`src/rtl/seg_pkg.sv`:
```
// Shared 7-segment definitions: glyph codes, active-low segment patterns and
// the code-to-segment decode used by every display driver on the board.
package seg_pkg;

   localparam logic [4:0] CODE_BLANK = 5'd31;
   localparam logic [7:0] SEG_BLANK  = 8'hFF;
   localparam logic [7:0] SEG_DASH   = 8'hBF;

   // {dp,g,f,e,d,c,b,a}, active-low, dp always off
   localparam logic [7:0] G_0 = 8'hC0, G_1 = 8'hF9, G_2 = 8'hA4, G_3 = 8'hB0;
   localparam logic [7:0] G_4 = 8'h99, G_5 = 8'h92, G_6 = 8'h82, G_7 = 8'hF8;
   localparam logic [7:0] G_8 = 8'h80, G_9 = 8'h90, G_A = 8'h88, G_B = 8'h83;
   localparam logic [7:0] G_C = 8'hC6, G_D = 8'hA1, G_E = 8'h86, G_F = 8'h8E;
   localparam logic [7:0] G_H = 8'h89, G_N = 8'hAB, G_L = 8'hC7, G_O = 8'hA3;
   localparam logic [7:0] G_P = 8'h8C, G_R = 8'hAF, G_U = 8'hC1, G_T = 8'h87;
   localparam logic [7:0] G_Y = 8'h91, G_MINUS = 8'hBF, G_UNDER = 8'hF7;

   typedef struct packed {
      logic [19:0] code;
      logic [3:0]  blink;
   } frame_t;

   function automatic logic [7:0] seg_glyph(input logic [4:0] code);
      case (code)
         5'd0:  return G_0;
         5'd1:  return G_1;
         5'd2:  return G_2;
         5'd3:  return G_3;
         5'd4:  return G_4;
         5'd5:  return G_5;
         5'd6:  return G_6;
         5'd7:  return G_7;
         5'd8:  return G_8;
         5'd9:  return G_9;
         5'd10: return G_A;
         5'd11: return G_B;
         5'd12: return G_C;
         5'd13: return G_D;
         5'd14: return G_E;
         5'd15: return G_F;
         5'd16: return G_H;
         5'd17: return G_N;
         5'd18: return G_L;
         5'd19: return G_O;
         5'd20: return G_P;
         5'd21: return G_R;
         5'd22: return G_U;
         5'd23: return G_T;
         5'd24: return G_Y;
         5'd25: return G_MINUS;
         5'd26: return G_UNDER;
         CODE_BLANK: return SEG_BLANK;
         default: return SEG_DASH;
      endcase
   endfunction

endpackage

```
`src/rtl/seg_scan_if.sv`:
```
// Display bundle between the glyph source (master) and the scan driver (slave).
interface seg_scan_if;
   logic [19:0] disp_code;
   logic [3:0]  blink;
   logic [3:0]  an;
   logic [7:0]  seg;

   modport master (output disp_code, blink, input an, seg);
   modport slave  (input disp_code, blink, output an, seg);
endinterface

```
`src/rtl/seg_glyph_rom.sv`:
```
// Combinational 5-bit glyph code to active-low segment decode.
module seg_glyph_rom
   import seg_pkg::*;
(
   input  logic [4:0] code,
   output logic [7:0] seg
);
   assign seg = seg_glyph(code);
endmodule

```
`src/rtl/seg_scan.sv`:
```
// 4-digit common-anode scan driver: per-frame snapshot of the code word,
// digit multiplexing, glyph decode and per-digit blink.
module seg_scan
   import seg_pkg::*;
#(
   parameter int SCAN_DIV    = 50000,
   parameter int BLINK_TICKS = 1000
) (
   input logic        clk,
   input logic        rst_n,
   seg_scan_if.slave  bus
);
   localparam int DIV_W   = $clog2(SCAN_DIV);
   localparam int BLINK_W = (BLINK_TICKS > 1) ? $clog2(BLINK_TICKS) : 1;

   logic [DIV_W-1:0]   div_cnt;
   logic [BLINK_W-1:0] blink_cnt;
   logic               blink_ph;
   logic [1:0]         idx;
   frame_t             frame;
   logic [3:0]         an_q;
   logic [7:0]         seg_q;

   logic       tick;
   logic       blink_wrap;
   logic       next_ph;
   logic [1:0] next_idx;
   frame_t     next_frame;
   logic [4:0] rom_code;
   logic [7:0] rom_seg;

   // NOTE: every always_comb output gets a default first so no path can infer a latch.
   always_comb begin
      tick       = (div_cnt == DIV_W'(SCAN_DIV - 1));
      next_idx   = idx + 2'd1;
      next_frame = frame;
      if (idx == 2'd3) begin
         next_frame.code  = bus.disp_code;
         next_frame.blink = bus.blink;
      end
      blink_wrap = (blink_cnt == BLINK_W'(BLINK_TICKS - 1));
      next_ph    = blink_wrap ? ~blink_ph : blink_ph;
      // Decode from the post-tick snapshot so an and seg always move together.
      rom_code   = next_frame.code[5*next_idx +: 5];
   end

   seg_glyph_rom u_rom (
      .code (rom_code),
      .seg  (rom_seg)
   );

   // NOTE: sequential state uses non-blocking assignments so all flops update from pre-edge values.
   always_ff @(posedge clk or negedge rst_n) begin
      if (!rst_n) begin
         div_cnt     <= '0;
         blink_cnt   <= '0;
         blink_ph    <= 1'b0;
         idx         <= 2'd3;
         frame.code  <= {4{CODE_BLANK}};
         frame.blink <= 4'h0;
         an_q        <= 4'hF;
         seg_q       <= SEG_BLANK;
      end else if (tick) begin
         div_cnt   <= '0;
         idx       <= next_idx;
         frame     <= next_frame;
         blink_cnt <= blink_wrap ? '0 : blink_cnt + BLINK_W'(1);
         blink_ph  <= next_ph;
         an_q      <= ~(4'b0001 << next_idx);
         seg_q     <= (next_ph && next_frame.blink[next_idx]) ? SEG_BLANK : rom_seg;
      end else begin
         div_cnt <= div_cnt + DIV_W'(1);
      end
   end

   assign bus.an  = an_q;
   assign bus.seg = seg_q;

endmodule

```
`src/flat_wrapper.sv`:
```
// flat-port wrapper written by rule: the top's interface ports become plain ports
module seg_scan_flat import seg_pkg::*;
#(
   parameter int SCAN_DIV    = 50000,
   parameter int BLINK_TICKS = 1000
)
  (clk, rst_n, bus_disp_code, bus_blink, bus_an, bus_seg);
  seg_scan_if bus_i ();
  input logic clk;
  input logic rst_n;
  input wire logic [$bits(bus_i.disp_code)-1:0] bus_disp_code;
  input wire logic [$bits(bus_i.blink)-1:0] bus_blink;
  output wire logic [$bits(bus_i.an)-1:0] bus_an;
  output wire logic [$bits(bus_i.seg)-1:0] bus_seg;
  assign bus_i.disp_code = bus_disp_code;
  assign bus_i.blink = bus_blink;
  assign bus_an = bus_i.an;
  assign bus_seg = bus_i.seg;
  seg_scan #(.SCAN_DIV(SCAN_DIV), .BLINK_TICKS(BLINK_TICKS)) u_core (.clk(clk), .rst_n(rst_n), .bus(bus_i));
endmodule
```
`config.mk`:
```
export PLATFORM = sky130hd
export DESIGN_NAME = seg_scan_flat
export DESIGN_NICKNAME = d
export VERILOG_FILES = /design/src/rtl/seg_pkg.sv /design/src/rtl/seg_scan_if.sv /design/src/rtl/seg_glyph_rom.sv /design/src/rtl/seg_scan.sv /design/src/flat_wrapper.sv
export SDC_FILE = /design/constraint.sdc
export NUM_CORES = 1
export LEC_CHECK = 0
export CAP_MARGIN = 10
export CORE_UTILIZATION = 57
export CTS_CLUSTER_DIAMETER = 150
export DETAILED_ROUTE_END_ITERATION = 8
export DONT_BUFFER_PORTS = 1
export HOLD_SLACK_MARGIN = 0.08
export PLACE_DENSITY = 0.84
export REMOVE_ABC_BUFFERS = 1
export SYNTH_ARGS = -nofsm -noshare
export SYNTH_HDL_FRONTEND = slang
export SYNTH_HIERARCHICAL = 1
export SYNTH_SLANG_ARGS = --single-unit
export TNS_END_PERCENT = 100
```
`constraint.sdc`:
```
create_clock -name clk -period 3.6 [get_ports clk]
set_input_delay 0.36 -clock clk [delete_from_list [all_inputs] [get_ports clk]]
set_output_delay 0.36 -clock clk [all_outputs]
set_load 0.01 [all_outputs]
```
**Word-level counts from Yosys, hierarchy flattened**

Memories as Yosys holds them, arrays and structs flattened.
Cells that the tools add are included.

- Register bits after elaboration: 65
- Bits in latches: 0
- Bits in writable memories: 0
- ROM bits: 224
- Input bits: 26
- Memories kept: 1

- Add/sub/neg operators: 3
- Multiply operators: 1
- Divide/modulo/power cells: 0
- Magnitude comparators: 1
- Eq/ne operators: 3
- Shift operators: 2
- Mux-type cells: 7
- Bitwise gates (word level): 2
- Reduce and logical (&&, ||, !) cells: 1

Memories:

| name | depth | bits a word | read ports | clocked after Yosys merged registers in | wr ports | RTL line | RTL |
|---|---|---|---|---|---|---|---|
| (no name shown) | 32 | 7 | 1 | 0 | 0 | seg_pkg.sv:24 | `case (code)` |

Operators with widths:

| kind | number |
|---|---|
| 24-bit 2-to-1 mux | 1 |
| 20-bit by 6-bit indexed part select with 5-bit output | 1 |
| 16-bit by 1-bit adder with 16-bit output, second input constant | 1 |
| 16-bit equality test, second input constant | 1 |
| 16-bit 2-to-1 mux | 1 |
| 10-bit by 1-bit adder with 10-bit output, second input constant | 1 |
| 10-bit equality test, second input constant | 1 |
| 10-bit 2-to-1 mux | 1 |
| 8-bit 2-to-1 mux | 1 |
| 3-bit by 2-bit multiplier with 5-bit output, first input constant | 1 |
| 4-bit inverter | 1 |
| 1-bit by 2-bit left shift with 4-bit output, first input constant | 1 |
| 2-bit by 3-bit less-than comparator with 1-bit output, second input constant | 1 |
| 2-bit by 1-bit adder with 2-bit output, second input constant | 1 |
| 1-bit binary-select mux with 2-bit select | 1 |
| 2-bit equality test, second input constant | 1 |
| 1-bit 2-to-1 mux | 2 |
| 1-bit logical AND | 1 |
| 1-bit inverter | 1 |

**Depth between registers and ports, before layout**

- Depth in word-level cells: 6
- Depth in mapped cells: 14
- Mapped depth without buffers: 12

**Modules after synthesis**

Netlist, hierarchy kept.

By module, submodules not included:

| module | instances | cells an instance | area each (um^2) |
|---|---|---|---|
| seg_scan | 1 | 291 | 3233.1 |
| seg_glyph_rom | 1 | 62 | 464.2 |

**Worst setup path after synthesis**

Ideal clock, no wire load.

- Kind: reg2reg
- From: register u_core.idx[0]
- To: register u_core.seg_q[3], in the netlist u_core/bus.seg[3]
- Library setup time: 100 ps
- Arrival time: 3563 ps
- Slack: -63 ps
- Cell stages (with the launch flop): 15
- Path buffers: 2
- Clock period less this slack: 3663 ps
- Path through: dfstp_2 clkbuf_1 clkinv_1 ha_1 clkbuf_1 mux4_2 nand2_1 nand2_1 inv_1 ha_1 inv_1 mux4_2 mux2_2 nor2_1 a21oi_1

RTL lines:

| item | RTL line | RTL |
|---|---|---|
| start, declared | seg_scan.sv:19 | `logic [1:0] idx;` |
| start signal, assigned | seg_scan.sv:65 | `idx <= next_idx;` |
| 2-bit by 1-bit adder with 2-bit output | seg_scan.sv:35 | `next_idx = idx + 2'd1;` |
| net u_core.next_idx[0] | seg_scan.sv:27 | `logic [1:0] next_idx;` |
| 3-bit by 2-bit multiplier with 5-bit output | seg_scan.sv:44 | `rom_code = next_frame.code[5*next_idx +: 5];` |
| 20-bit by 6-bit indexed part select with 5-bit output | seg_scan.sv:44 |  |
| net u_core.rom_code[0] | seg_scan.sv:29 | `logic [4:0] rom_code;` |
| memory read 32 x 7 bit | -- |  |
| net u_core.rom_seg[3] | seg_scan.sv:30 | `logic [7:0] rom_seg;` |
| 8-bit 2-to-1 mux | seg_scan.sv:70 | `seg_q <= (next_ph && next_frame.blink[next_idx]) ? SEG_BLANK : rom_seg;` |
| end signal, assigned | seg_scan.sv:70 |  |
| end, declared | seg_scan.sv:22 | `logic [7:0] seg_q;` |

The timed path passes the listed nets, and every way through them passes these cells. The select of a mux whose other input is x is not followed.
A chain may end at the register's enable or synchronous reset.

**Worst setup path in the final report**

Same ends and word-level chain as after synthesis.

==> impl_results.md <==
* Gp weighted congestion at 0.886
* Crit-path cells: clkinv_1, ha_4, mux4_2, nand2_1, nand2_1, inv_1, ha_1, inv_1, mux4_2, mux2_2, nor2_1, a21oi_1
* Clock latency on the worst-skew pair at 0.35 ns
* Worst slew pin tran at 0.820 ns
* Yosys warning count at 6
* Dpl cells at 414
* Setup slack, reg-to-reg at 0.35 ns
* Crit path from: u_core/idx[0]
* Die Y at 82.5 um
* Drt first pass iters at 5
* Total congestion overflow at 0
* Post-synth EDFFs at 0
* Clk sinks at 65
* Worst Skew at 0.00734 ns
* H-tree depth at 3
* Core Box Area at 0.00610 mm^2
* Largest stage delay on the critical path at 0.66 ns
* Drt via density at 6.19
* First-pass GRT wire length at 12100 um
* WL final at roughly 7300 um
* Total die area at 0.00681 mm^2
* P&R area growth vs syn at 8.02%
* Yosys top cell by area: dfstp_2
* Vias in the first global route at 2568
* Starting Density at roughly 61%
* FP Rows at 28
* Power Total at between 0.001 and 0.0015 W
* Chip Width at around 83 um
* Dominant cells by area after synthesis: dfstp_2 (24%), dfrtp_1 (21%), mux2_2 (7.9%)
* Worst r2r dst: u_core/bus.seg[3]
* Final setup viols at 0
* Synth Cell Area at 0.00370 mm^2
* Pwr per Cell Area at 367 mW/mm^2
* RR Startpoint: u_core/idx[0]
* Max Cap Viol at 0
* Total track usage at 24.7%
* Synth Area per Inst at around 10 um^2
* Total CTS buffers at 9
* Count of cell types in the netlist at 46
* DR iter-0 viols at 179
* Cell count after synthesis at ~350
* Initial antenna violation count at 0
* Worst reg-to-reg path cell count at 12
* Clk root buf: clkbuf_8
* Worst Slack Setup Final at between 0.3 and 0.4 ns
* VDD IR-drop max at 0.000282 V
* Tmin final at about 3.2 ns
* Hold Path Depth at 1
* CP Class: reg2reg
* HP Start: bus_disp_code[4]
* Synth top area share at 24.2%
* Async set-reset flop share out of synthesis at 100%
* Status: complete, no violations
* Setup TNS at 0 ns
* Hold Path Sink: u_core/frame[8]
* Kind of end point of the critical path: flop
* Wire length per cell at 16.9 um
* CTS tree: done
* Worst endpoint required time at 3.84 ns
* Seq cells post-synth at 65
* Largest net degree at the start of global routing at 66
* Clock transition at path regs at ~0.07 ns
* Cell Count, Final, Fillers Out at 432
* IO buf count at 0
* Worst slew margin at 45.2%
* Tcrit/Tclk final at 90.1%
* Clk buf depth at 2
* DR vias at 2673
* Worst Hold Class: in2reg
* Seq/Total Area, Yosys at 45.1%
* I/O pins at 38
* CP Launch Type: flop
* Slowest cell on the critical path: dfstp_2
* Pins Over Slew Limit at 0
* Top achievable clock speed at 0.308 GHz
* Diode count at 0
* Post-CTS setup buffers at 0
* Worst Setup Slack post-DPL at approximately 0.12 ns
* Layout cells sized above 1 at between 20 and 30%
* Crit Path Max Fanout at 15
* Final antenna-violating net count at 0
* Final nets at around 400
* Data arrival, critical path at between 3 and 4 ns
* Detail Placement HPWL at 5040 um
* Post-route DRC at 0
* RSZ-0062 raised after global routing: no
* Predominant post-synthesis flop cell: dfstp_2
* Hold Vio Cnt, Final at 0
* Leakage at ~1.6 nW
==> critical path, delay by kind of cell, from the launching register on <==
family | cells | cell delay [ns]
muxes | 3 | 0.93
DFF | 1 | 0.66
and+or+nand+nor | 3 | 0.39
adders and majority gates | 2 | 0.72
AOI/OAI and AO/OA | 1 | 0.07
buffers and inverters | 3 | 0.37
==> sequential cells by signal, indices dropped and copies added (netlist names) <==
signal / cells
u_core/blink_ph: 1
u_core/idx: 2
u_core/frame: 24
u_core/blink_cnt: 10
u_core/bus.seg: 8
u_core/bus.an: 4
u_core/div_cnt: 16
==> stage by stage <==
step	utilization, %	instance area (um^2)	hold WS, ns
after CTS	65.2	3970	0.145
after global routing	65.5	3990	0.134
final	65.5	3990	0.162
after global placement	61.4	3740	0.0667
after detailed placement	61.4	3740	0.0662
after floorplan	-	3600	0.0644
==> layout make-up <==
| type | count | area, um^2 |
|---|---|---|
| fill | 460 | 2100 |
| multi-input combinational | 254 | 1900 |
| sequential | 65 | 1670 |
| clock buffer | 11 | 141 |
| tap | 75 | 93.8 |
| timing repair buffer | 8 | 82.6 |
| clock inverter | 5 | 53.8 |
| inverter | 14 | 52.6 |
==> power by group <==
| part | leakage (nW) | internal [W] | switching, W |
|---|---|---|---|
| Combinational | 0.782 | 0.0000424 | 0.0000496 |
| Sequential | 0.753 | 0.000753 | 0.00000626 |
| Clock | 0.0996 | 0.000337 | 0.000277 |
==> synthesized netlist by cell type, drive strengths merged, types with 2 or more instances <==
cell type	number
nand2	41
dfstp	34
dfrtp	31
nor2	30
mux2	26
o21ai	19
a21oi	16
ha	14
inv	13
clkbuf	11
mux4	11
nand3	11
xnor2	10
buf	9
mux2i	9
nor2b	9
nor3	7
xor2	5
a22oi	4
a31oi	4
nand4	4
a211oi	3
and2	3
and3	3
and4	3
nor4	3
a211o	2
nand2b	2
or3	2
or4	2
==> cell families after synthesis <==
family / after synthesis / synth area share, %
AOI/OAI and AO/OA: 53 / 8.39
xor gates and xnor gates: 15 / 3.55
adders and majority gates: 14 / 4.74
buffers and inverters: 34 / 4.03
DFF: 65 / 45.1
muxes: 46 / 17.1
other: 1 / 0.101
and+or+nand+nor: 125 / 17.0
==> timing repair <==
action / in CTS / in global routing
resized for setup: 0 / 4
setup endpoints to repair: 0 / 5
endpoints found under the hold margin: 65 / 0
hold buffers: 2 / 0
==> worst max-delay path by stage <==
stage	to	slack [ns]
CTS	u_core/bus.seg[3]	0.10
global route	u_core/bus.seg[4]	0.09
global placement	u_core/bus.seg[3]	0.25
floorplan	u_core/bus.seg[3]	0.21
detailed placement	u_core/bus.seg[3]	0.12
finish	u_core/bus.seg[3]	0.35
==> metal layers <==
metal	wire length (um)	up-vias	GRT usage [%]
li1	-	1244	-
met4	181	0	12.1
met1	3090	1343	30.7
met3	480	19	8.90
met5	0	-	0
met2	3540	67	38.3
==> placed cells by master, fill, tap and decap left out, types with 2 or more instances in the layout <==
master    instances
or3_1             2
nor4_2            2
nand4_1           4
and4_1            3
nand2b_1          2
dfrtp_1          31
nor2b_1           9
a211oi_1          3
clkinv_2          2
ha_1             12
xor2_1            5
and3_1            3
inv_1            13
a31oi_1           4
a21oi_1          16
and2_1            3
clkbuf_8         10
nand2_1          41
dfstp_2          34
a211o_1           2
xnor2_1          10
nand3_1          11
mux4_2           11
buf_4             6
a22oi_1           4
nor2_1           30
o21ai_0          19
nor3_1            7
mux2i_1           9
or4_1             2
mux2_2           26
No activity file was read; power rests on OpenSTA's default activity.
